[src/rtl/pattern_pkg.sv]
// Shared types and next-state function for the "01" sequence detector.
package pattern_pkg;

    typedef enum logic [1:0] {
        S0 = 2'b00,
        S1 = 2'b01,
        S2 = 2'b10
    } statetype;

    localparam statetype MATCH_STATE = S2;

    // 2'b11 is unreachable but decodes as S0 through the default arm.
    function automatic statetype pattern_next(statetype s, logic a);
        statetype n;
        case (s)
            S1:      n = a ? S2 : S1;
            S2:      n = a ? S0 : S1;
            default: n = a ? S0 : S1;
        endcase
        return n;
    endfunction

endpackage

[src/rtl/pattern_detect_scheduler_if.sv]
// Channel request/grant and match-report bundle for pattern_detect_scheduler.
// Counter select/readout signals exist only when PDS_MATCH_CNT_EN is defined.
interface pattern_detect_scheduler_if
    import pattern_pkg::*;
#(
    parameter int unsigned NCH = 4
);
    localparam int unsigned IDW = $clog2(NCH);

    logic [NCH-1:0] req;
    logic [NCH-1:0] bit_in;
    logic [NCH-1:0] ch_clr;
    logic [NCH-1:0] gnt;
    logic           match_valid;
    logic [IDW-1:0] match_ch;
`ifdef PDS_MATCH_CNT_EN
    logic [IDW-1:0] cnt_sel;
    logic [7:0]     cnt_out;
`endif

    modport master (
        output req, bit_in, ch_clr,
        input  gnt, match_valid, match_ch
`ifdef PDS_MATCH_CNT_EN
        , output cnt_sel
        , input  cnt_out
`endif
    );

    modport slave (
        input  req, bit_in, ch_clr,
        output gnt, match_valid, match_ch
`ifdef PDS_MATCH_CNT_EN
        , input  cnt_sel
        , output cnt_out
`endif
    );

endinterface

[src/rtl/rr_arbiter.sv]
// Round-robin arbiter: combinational one-hot grant, registered rotating pointer.
module rr_arbiter
    import pattern_pkg::*;
#(
    parameter int unsigned N = 4,
    localparam int unsigned IW = $clog2(N)
) (
    input  logic          clk,
    input  logic          reset,
    input  logic [N-1:0]  elig,
    output logic [N-1:0]  gnt,
    output logic [IW-1:0] gnt_idx,
    output logic          gnt_any
);

    logic [IW-1:0] rr_ptr;

    // Scan from rr_ptr upward, wrapping modulo N; first eligible channel wins.
    always_comb begin
        int unsigned   j;
        logic [IW-1:0] idx;
        j       = 0;
        idx     = '0;
        gnt     = '0;
        gnt_idx = '0;
        gnt_any = 1'b0;
        for (int unsigned k = 0; k < N; k++) begin
            j = 32'(rr_ptr) + k;
            if (j >= N) begin
                j = j - N;
            end
            idx = IW'(j);
            if (!gnt_any && !reset && elig[idx]) begin
                gnt[idx] = 1'b1;
                gnt_idx  = idx;
                gnt_any  = 1'b1;
            end
        end
    end

    always_ff @(posedge clk or posedge reset) begin
        if (reset) begin
            rr_ptr <= '0;
        end else if (gnt_any) begin
            rr_ptr <= (32'(gnt_idx) == N - 1) ? '0 : gnt_idx + 1'b1;
        end
    end

endmodule

[src/rtl/pattern_detect_scheduler.sv]
// Time-shares one "01" detector next-state datapath across NCH serial channels.
// Define PDS_MATCH_CNT_EN to add per-channel saturating match counters.
module pattern_detect_scheduler
    import pattern_pkg::*;
#(
    parameter int unsigned NCH = 4
) (
    input logic                      clk,
    input logic                      reset,
    pattern_detect_scheduler_if.slave bus
);

    localparam int unsigned IDW = $clog2(NCH);

    statetype       chan_state [NCH];
    logic [NCH-1:0] elig;
    logic [IDW-1:0] gnt_idx;
    logic           gnt_any;
    statetype       cur_state;
    statetype       nxt_state;
    logic           cur_bit;
    logic           match_valid;
    logic [IDW-1:0] match_ch;

    // A clearing channel is never granted, so clear always beats update.
    assign elig = bus.req & ~bus.ch_clr;

    rr_arbiter #(
        .N(NCH)
    ) u_arb (
        .clk    (clk),
        .reset  (reset),
        .elig   (elig),
        .gnt    (bus.gnt),
        .gnt_idx(gnt_idx),
        .gnt_any(gnt_any)
    );

    always_comb begin
        cur_state = chan_state[gnt_idx];
        cur_bit   = bus.bit_in[gnt_idx];
        nxt_state = pattern_next(cur_state, cur_bit);
    end

    always_ff @(posedge clk or posedge reset) begin
        if (reset) begin
            for (int i = 0; i < NCH; i++) begin
                chan_state[i] <= S0;
            end
            match_valid <= 1'b0;
            match_ch    <= '0;
        end else begin
            match_valid <= gnt_any && (nxt_state == MATCH_STATE);
            if (gnt_any) begin
                match_ch <= gnt_idx;
            end
            for (int i = 0; i < NCH; i++) begin
                if (bus.ch_clr[i]) begin
                    chan_state[i] <= S0;
                end else if (gnt_any && gnt_idx == IDW'(i)) begin
                    chan_state[i] <= nxt_state;
                end
            end
        end
    end

    assign bus.match_valid = match_valid;
    assign bus.match_ch    = match_ch;

`ifdef PDS_MATCH_CNT_EN
    logic [7:0] match_cnt [NCH];

    always_ff @(posedge clk or posedge reset) begin
        if (reset) begin
            for (int i = 0; i < NCH; i++) begin
                match_cnt[i] <= '0;
            end
        end else begin
            for (int i = 0; i < NCH; i++) begin
                if (bus.ch_clr[i]) begin
                    match_cnt[i] <= '0;
                end else if (match_valid && match_ch == IDW'(i) && match_cnt[i] != 8'hff) begin
                    match_cnt[i] <= match_cnt[i] + 8'd1;
                end
            end
        end
    end

    // Out-of-range selects (NCH not a power of two) read as zero.
    assign bus.cnt_out = (32'(bus.cnt_sel) < NCH) ? match_cnt[bus.cnt_sel] : 8'd0;
`endif

endmodule
[src/flat_wrapper.sv]
// flat-port wrapper written by rule: the top's interface ports become plain ports
module pattern_detect_scheduler_flat import pattern_pkg::*;
#(
    parameter int unsigned NCH = 4
)
  (clk, reset, bus_req, bus_bit_in, bus_ch_clr, bus_gnt, bus_match_valid, bus_match_ch);
  pattern_detect_scheduler_if #(.NCH(NCH)) bus_i ();
  input logic clk;
  input logic reset;
  input wire logic [$bits(bus_i.req)-1:0] bus_req;
  input wire logic [$bits(bus_i.bit_in)-1:0] bus_bit_in;
  input wire logic [$bits(bus_i.ch_clr)-1:0] bus_ch_clr;
  output wire logic [$bits(bus_i.gnt)-1:0] bus_gnt;
  output wire logic [$bits(bus_i.match_valid)-1:0] bus_match_valid;
  output wire logic [$bits(bus_i.match_ch)-1:0] bus_match_ch;
  assign bus_i.req = bus_req;
  assign bus_i.bit_in = bus_bit_in;
  assign bus_i.ch_clr = bus_ch_clr;
  assign bus_gnt = bus_i.gnt;
  assign bus_match_valid = bus_i.match_valid;
  assign bus_match_ch = bus_i.match_ch;
  pattern_detect_scheduler #(.NCH(NCH)) u_core (.clk(clk), .reset(reset), .bus(bus_i));
endmodule
[config.mk]
export PLATFORM = sky130hd
export DESIGN_NAME = pattern_detect_scheduler_flat
export DESIGN_NICKNAME = d
export VERILOG_FILES = /design/src/rtl/pattern_pkg.sv /design/src/rtl/pattern_detect_scheduler_if.sv /design/src/rtl/rr_arbiter.sv /design/src/rtl/pattern_detect_scheduler.sv /design/src/flat_wrapper.sv
export SDC_FILE = /design/constraint.sdc
export NUM_CORES = 1
export LEC_CHECK = 0
export BUFFER_PORTS_ARGS = -buffer_cell sky130_fd_sc_hd__buf_4
export CAP_MARGIN = 20
export CORE_ASPECT_RATIO = 1.4
export CORE_UTILIZATION = 60
export DETAILED_ROUTE_END_ITERATION = 7
export PLACE_DENSITY = 0.92
export REMOVE_ABC_BUFFERS = 1
export SLEW_MARGIN = 20
export SYNTH_ARGS = -nofsm -noshare
export SYNTH_HDL_FRONTEND = slang
export SYNTH_SLANG_ARGS = --single-unit
[constraint.sdc]
create_clock -name clk -period 4.9 [get_ports clk]
set_input_delay 0.735 -clock clk [delete_from_list [all_inputs] [get_ports clk]]
set_output_delay 0.735 -clock clk [all_outputs]
set_load 0.01 [all_outputs]
==> reports/metrics.yaml, run 1 <==
die_w_microns: 40.3
grt_max_degree: 16
yosysWarnings: 0
die_area_sq_um: 2240
fin_tns_setup_ns: 0
synth_top_cell_by_area: "dfrtp_1"
diodes: 0
drt_iter0_drc: 46
finClkSkew_ns: 0.00117
clock-sinks: 13
track_usage: 0.329
nNetsFinal: 174
status: "finished clean"
wl_met1_mm: 1.14
cp_max_fo: 11
crit_chain: "clkinv_1 > ha_1 > nand3b_1 > o22ai_1 > nor3_2 > and2_1 > a222oi_1 > nand2_1 > buf_4"
peakVddDrop_mv: 0.268
grt_pass1_vias: 1194
dr_wl_met2_mm: 1.84
fmax_mhz: 251
cts_buffers: 3
max_stage_delay_ns: 0.59
drive_gt1_frac: 0.272
dpl.hpwl_mm: 2.45
grt_pass1_wl_mm: 5.13
cp-end-kind: "output port"
drc: 0
hold_class: "reg2reg"
synth_area_leaders: "dfrtp_1 (26%), ha_1 (8.1%), nand2_1 (5.8%), mux2i_1 (5.7%), o41ai_2 (5.3%)"
critPathLaunchType: "flip-flop"
hold_ws_ns: 0.505
cp_top_family: "compound AO/OA/AOI/OAI gates"
yosysSeqAreaShare: 0.264
cts_hold_buffers: 0
initial_utilization: 0.632
ios: 21
power.density_nw_per_um2: 414
yosys.area.top_type_share: 0.264
synthCells: 130
yosysUniqueCellTypes: 40
clk-insertion-delay-late_ns: 0.28
post-place-ws_ns: 1.29
netlist_area_sq_um: 1230
dr_wl_met3_microns: 113
coreArea_sq_um: 1950
required_ns: 4.16
detail_route.wl_per_cell_microns: 18.7
crit_slowest_cell: "dfrtp_1"
rows: 19
finalMaxSlewViolations: 0
syn_area_per_cell_sq_um: 9.47
maxCapViolCount: 0
portBuffers: 20
antenna_found_initial: 0
cts_buffer_depth: 2
gp_congestion: 0.961
setup_viol: 0
wl_mm: 3.21
synth_ff_type: "dfrtp_1"
cts_tree: "done"
tightest_slew_ns: 0.971
ant_nets: 0
htreeDepth: 1
critical_path_arrival_ns: 3.24
synth-seq-cells: 13
ys_top_cells_by_count: "nand2_1 (19), dfrtp_1 (13), ha_1 (8), nand2b_1 (8), nand3b_1 (8)"
root_buffer: "clkbuf_4"
vias: 1164
hold_viol_final: 0
post-place-cells: 168
area_growth_pct: 15.4
synth_edf_count: 0
rsz0062_at_grt: "no"
critPathKind: "reg2out"
highest_layer: "met4"
globalRouteOverflowTotal: 0
crit_buf_inv: 2
layout_min_cycle_time_ns: 3.98
timing.final.ws_setup_ns: 0.921
instances_no_fill: 172
post_cts_buffers: 0
period_share: 0.812
slew_headroom: 0.344
path_clk_slew_ns: 0.08
async_reset_ff_frac: 1.00
via_per_inst: 6.77
drt_first_pass_iters: 4
die_h_microns: 55.6
p_leak_nw: 0.638
yosysMostFrequentCell: "nand2_1"
ctsResizeCount: 0
routing by layer:
layer  track usage  up-vias
met5             0        -
met4         0.181        0
met3        0.0520       15
met2         0.592       54
met1         0.321      550
li1              -      545
placed cells by master (no fill, tap or decap), types with 2 or more instances in the layout:
| master | instances |
|---|---|
| buf_4 | 20 |
| nand2_1 | 19 |
| dfrtp_1 | 13 |
| nand3b_1 | 8 |
| nand2b_1 | 8 |
| ha_1 | 8 |
| mux2i_1 | 7 |
| a21oi_1 | 7 |
| nand3_1 | 5 |
| nor2b_1 | 4 |
| nor3_1 | 4 |
| o41ai_2 | 4 |
| a311oi_1 | 4 |
| a222oi_1 | 4 |
| nor2_1 | 3 |
| o21ai_0 | 3 |
| clkbuf_4 | 3 |
| inv_1 | 2 |
| o22ai_1 | 2 |
| inv_2 | 2 |
| a221oi_4 | 2 |
state kept, by name (all words and copies together), names as in the netlist:
| name | cells |
|---|---|
| u_core.chan_state | 8 |
| u_core.bus.match_ch | 2 |
| u_core.u_arb.rr_ptr | 2 |
| u_core.bus.match_valid | 1 |
worst reg2reg max path: cells and delay by family, from the launching register on:
kind | cells | cell delay [ns]
multiplexers | 2 | 0.51
buffers and inverters | 1 | 0.36
AND/OR/NAND/NOR | 2 | 0.33
adder cells (fa/ha/maj) | 1 | 0.58
AO/OA/AOI/OAI | 3 | 1.15
flip-flops | 1 | 0.59
final timing paths:
path | startpoint | endpoint | slack, ns | depth (start not counted)
max in group asynchronous | reset | u_core.u_arb.rr_ptr[1] | 3.98 | 2
max | u_core.u_arb.rr_ptr[0] | bus_gnt[2] | 0.92 | 9
max reg2reg | u_core.u_arb.rr_ptr[0] | u_core.chan_state[2] | 1.25 | 9
min | u_core.bus.match_ch[0] | u_core.bus.match_ch[0] | 0.50 | 2
min reg2reg | u_core.bus.match_ch[0] | u_core.bus.match_ch[0] | 0.50 | 2
min in group asynchronous | reset | u_core.chan_state[4] | 0.56 | 2
cell families (layout without fill, tap and decap cells):
| group | count (synthesis) | after routing | synth area share |
|---|---|---|---|
| simple gates | 55 | 55 | 0.241 |
| compound gates | 36 | 36 | 0.284 |
| flops | 13 | 13 | 0.264 |
| mux | 10 | 10 | 0.0986 |
| fa+ha+maj | 8 | 8 | 0.0813 |
| buf+inv | 8 | 29 | 0.0315 |
final cells by class:
| type | instances | area [sq um] |
|---|---|---|
| Sequential cell | 13 | 325 |
| Tap cell | 21 | 26.3 |
| Multi-Input combinational cell | 109 | 873 |
| Timing Repair Buffer | 20 | 150 |
| Fill cell | 157 | 528 |
| Clock inverter | 1 | 5.00 |
| Inverter | 5 | 18.8 |
| Clock buffer | 3 | 22.5 |
report_power, final:
group | internal [mW] | switching, mW
logic | 0.149 | 0.219
registers | 0.127 | 0.0277
clock network | 0.0303 | 0.0360
total | 0.306 | 0.283
stage by stage:
step	power [mW]	instance area [sq um]	utilization
4_1_cts	0.583	1420	0.726
5_1_grt	0.625	1420	0.729
3_5_place_dp	0.513	1390	0.712
6_report	0.589	1420	0.729
2_1_floorplan	0.411	1210	-
3_3_place_gp	0.497	1390	0.712
Power figures use the tool's default switching activity.
==> inputs of run 2 (changes only) <==
--- a/config.mk
+++ b/config.mk
@@ -5,12 +5,13 @@
 export SDC_FILE = /design/constraint.sdc
 export NUM_CORES = 1
 export LEC_CHECK = 0
+export ABC_AREA = 1
 export BUFFER_PORTS_ARGS = -buffer_cell sky130_fd_sc_hd__buf_4
 export CAP_MARGIN = 20
 export CORE_ASPECT_RATIO = 1.4
-export CORE_UTILIZATION = 60
+export CORE_UTILIZATION = 55
 export DETAILED_ROUTE_END_ITERATION = 7
-export PLACE_DENSITY = 0.92
+export PLACE_DENSITY = 0.86
 export REMOVE_ABC_BUFFERS = 1
 export SLEW_MARGIN = 20
 export SYNTH_ARGS = -nofsm -noshare
==> constraint.sdc (replaced) <==
create_clock -name clk -period 4 [get_ports clk]
set_input_delay 0.6 -clock clk [delete_from_list [all_inputs] [get_ports clk]]
set_output_delay 0.6 -clock clk [all_outputs]
set_load 0.01 [all_outputs]
==> run 2 against run 1 <==
Effect of this change:
- clock skew increased by 0.00095 ns
- non-clock buffer count unchanged
- clock-buffer cell count increased by 1
- final area unchanged
- die area increased by 8.6%
- synthesized cell count increased by 32%
- clock power increased by 23%
- critical endpoint is now bus_gnt[0]
- largest power group unchanged
- highest routed layer unchanged
==> reports/metrics.yaml, run 2 <==
fmax_mhz: 339
p_leak_nw: 0.796  # +25%
area_growth_pct: 15.6
crit_start: "u_core.u_arb.rr_ptr[1]"
ys_top_cells_by_count: "nand2_1 (41), inv_1 (29), nand3_1 (27)"
nFillCells: 171  # +8.9%
coreArea_sq_um: 2040  # +4.9%
yosysMostFrequentCell: "nand2_1"
htreeDepth: 1  # unchanged
layout_min_cycle_time_ns: 2.95
drt_first_pass_iters: 5  # +1
detail_route.wl_per_cell_microns: 12.7  # -32%
cp-end-kind: "output port"
diodes: 0  # unchanged
yosysUniqueCellTypes: 25  # -38%
rrSetupSlack_ns: 1.34  # +0.09 ns
dpl.hpwl_mm: 2.21  # -10%
portBuffers: 20  # unchanged
clock-sinks: 13  # unchanged
gp_congestion: 1.01  # +4.9%
hold_class: "in2async"
r2r-start: "u_core.u_arb.rr_ptr[1]"
required_ns: 3.40  # -0.76 ns
slew_headroom: 0.526  # +0.182
netlist_area_sq_um: 1230  # -0.10%
max_stage_delay_ns: 0.50  # -0.09 ns
ant_nets: 0  # unchanged
critPathLaunchType: "flip-flop"
drc: 0  # unchanged
die_h_microns: 58.0  # +4.2%
tightest_slew_ns: 0.710  # -0.261 ns
cts_tree: "done"
hold_ws_ns: 0.434  # -0.0708 ns
final_common_cell: "nand2_1"
root_buffer: "clkbuf_4"
vias: 1213  # +4.2%
path_clk_slew_ns: 0.08  # about the same
rsz0062_at_grt: "no"
globalRouteOverflowTotal: 0  # unchanged
yosysWarnings: 0  # unchanged
cts_buffers: 3  # unchanged
critical_path_arrival_ns: 2.35  # -0.89 ns
finClkSkew_ns: 0.00211  # +0.000945 ns
synthCells: 171  # +32%
critPathKind: "reg2out"
grt_pass1_vias: 1202  # +0.67%
nNetsFinal: 217  # +25%
ctsResizeCount: 0  # unchanged
synth_edf_count: 0  # unchanged
cts_buffer_depth: 2  # unchanged
track_usage: 0.261  # -0.0686
yosys.area.top_type_share: 0.264  # +0.000269
finalMaxSlewViolations: 0  # unchanged
initial_utilization: 0.602  # -0.0300
timing.rr.end: "u_core.chan_state[0]"
fin_tns_setup_ns: 0  # unchanged
rows: 19  # unchanged
hold_viol_final: 0  # unchanged
power.density_nw_per_um2: 917  # +120%
wl_mm: 2.74  # -15%
cts_hold_buffers: 0  # unchanged
antenna_found_initial: 0  # unchanged
top_register: "u_core.chan_state"
peakVddDrop_mv: 0.695  # +160%
yosysSeqAreaShare: 0.264  # +0.000269
crit_top_cell: "inv_1"
finalPower_mw: 1.30  # +120%
post_cts_buffers: 0  # unchanged
endpoint: "bus_gnt[0]"
syn_area_per_cell_sq_um: 7.19  # -24%
grt_pass1_wl_mm: 4.83  # -5.8%
via_per_inst: 5.64  # -17%
period_share: 0.738
worstRegToRegCells: 14  # +5
layout_common_cells: "nand2_1 (41), inv_1 (29), nand3_1 (27), buf_4 (20), dfrtp_1 (13)"
synth_ff_type: "dfrtp_1"
status: "finished clean"
grt_max_degree: 20  # +4
maxCapViolCount: 0  # unchanged
crit_chain: "inv_1 > ha_1 > inv_1 > nand3_2 > nand3_4 > inv_1 > a221oi_1 > o21ai_0 > buf_4"
largest_reg_flops: 8  # unchanged
die_w_microns: 42.0  # +4.2%
setup_viol: 0  # unchanged
die_area_sq_um: 2430  # +8.6%
reg_top3: "u_core.chan_state: 8 flops, u_core.bus.match_ch: 2 flops, u_core.u_arb.rr_ptr: 2 flops"
async_reset_ff_frac: 1.00  # unchanged
synth_top_cell_by_area: "dfrtp_1"
drt_iter0_drc: 32  # -30%
ios: 21  # unchanged
clk-insertion-delay-late_ns: 0.28  # about the same
cp_max_fo: 9  # -2
crit_slowest_cell: "dfrtp_1"
synth_area_leaders: "dfrtp_1 (26%), nand2_1 (13%), nand3_1 (11%), nand3_2 (9.0%), inv_1 (8.9%)"
drive_gt1_frac: 0.284  # +0.0120
synth-seq-cells: 13  # unchanged
[run 2: changes by cell type in the layout (fill, tap and decap cells not counted), sizes merged, moves of 3 or more]
cell    delta
a311oi     -4
o21ai      +5
nand2b     -8
mux2i      -8
nand3     +34
nand4      +3
nor2b      -4
inv       +28
o41ai      -5
nand3b     -8
nor3       -4
a222oi     -4
nand2     +29
[run 2: logic make-up (layout without fill, tap and decap cells)]
family / count (synthesis) / in the layout / share of synthesized area
AND/OR/NAND/NOR: 95 / 95 / 0.436
AO/OA/AOI/OAI: 20 / 20 / 0.0997
flip-flops: 13 / 13 / 0.264
buffers and inverters: 35 / 58 / 0.118
adder cells (fa/ha/maj): 8 / 8 / 0.0814
[run 2: worst max-delay path, delay by kind of cell, from the launching register on]
family | cells | cell delay, ns
AO/OA/AOI/OAI | 2 | 0.39
adder cells (fa/ha/maj) | 1 | 0.36
buffers and inverters | 4 | 0.54
flip-flops | 1 | 0.50
AND/OR/NAND/NOR | 2 | 0.29
[run 2: through the flow]
| step | std cells | setup WS, ns | instance area (sq um) | util |
|---|---|---|---|---|
| after global placement | 211 | 1.39 | 1400 | 0.682 |
| after floorplan | 170 | 1.68 | 1220 | - |
| after detailed placement | 211 | 1.29 | 1400 | 0.682 |
| after CTS | 215 | 1.07 | 1420 | 0.695 |
| final | 215 | 1.05 | 1420 | 0.695 |
| after global routing | 215 | 0.924 | 1420 | 0.695 |
[run 2: cell type report]
| type | count | area, sq um | area share |
|---|---|---|---|
| multi-input combinational | 123 | 759 | 0.534 |
| sequential | 13 | 325 | 0.229 |
| timing repair buffer | 20 | 150 | 0.106 |
| inverter | 34 | 134 | 0.0942 |
| clock buffer | 4 | 26.3 | 0.0185 |
| tap | 21 | 26.3 | 0.0185 |
[run 2: per-layer routing]
metal,vias up,global-route usage,share of wire
li1,601,-,-
met1,564,0.278,0.39
met2,39,0.460,0.54
met3,9,0.0156,0.031
met4,0,0.226,0.037
met5,-,0,0
[run 2: power breakdown]
group	total (mW)	switching, mW	internal, mW	leakage, nW
sequential	0.221	0.0417	0.180	0.172
clock	0.0813	0.0425	0.0388	0.0150
combinational	1.00	0.663	0.338	0.608
[run 2: how the worst min path moves through the flow]
stage | startpoint | end | slack [ns]
floorplan | u_core.chan_state[3] | u_core.chan_state[3] | 0.45
global placement | u_core.chan_state[3] | u_core.chan_state[3] | 0.46
detailed placement | u_core.chan_state[7] | u_core.chan_state[7] | 0.47
CTS | reset | u_core.chan_state[5] | 0.45
global route | reset | u_core.chan_state[5] | 0.49
finish | reset | u_core.chan_state[5] | 0.43
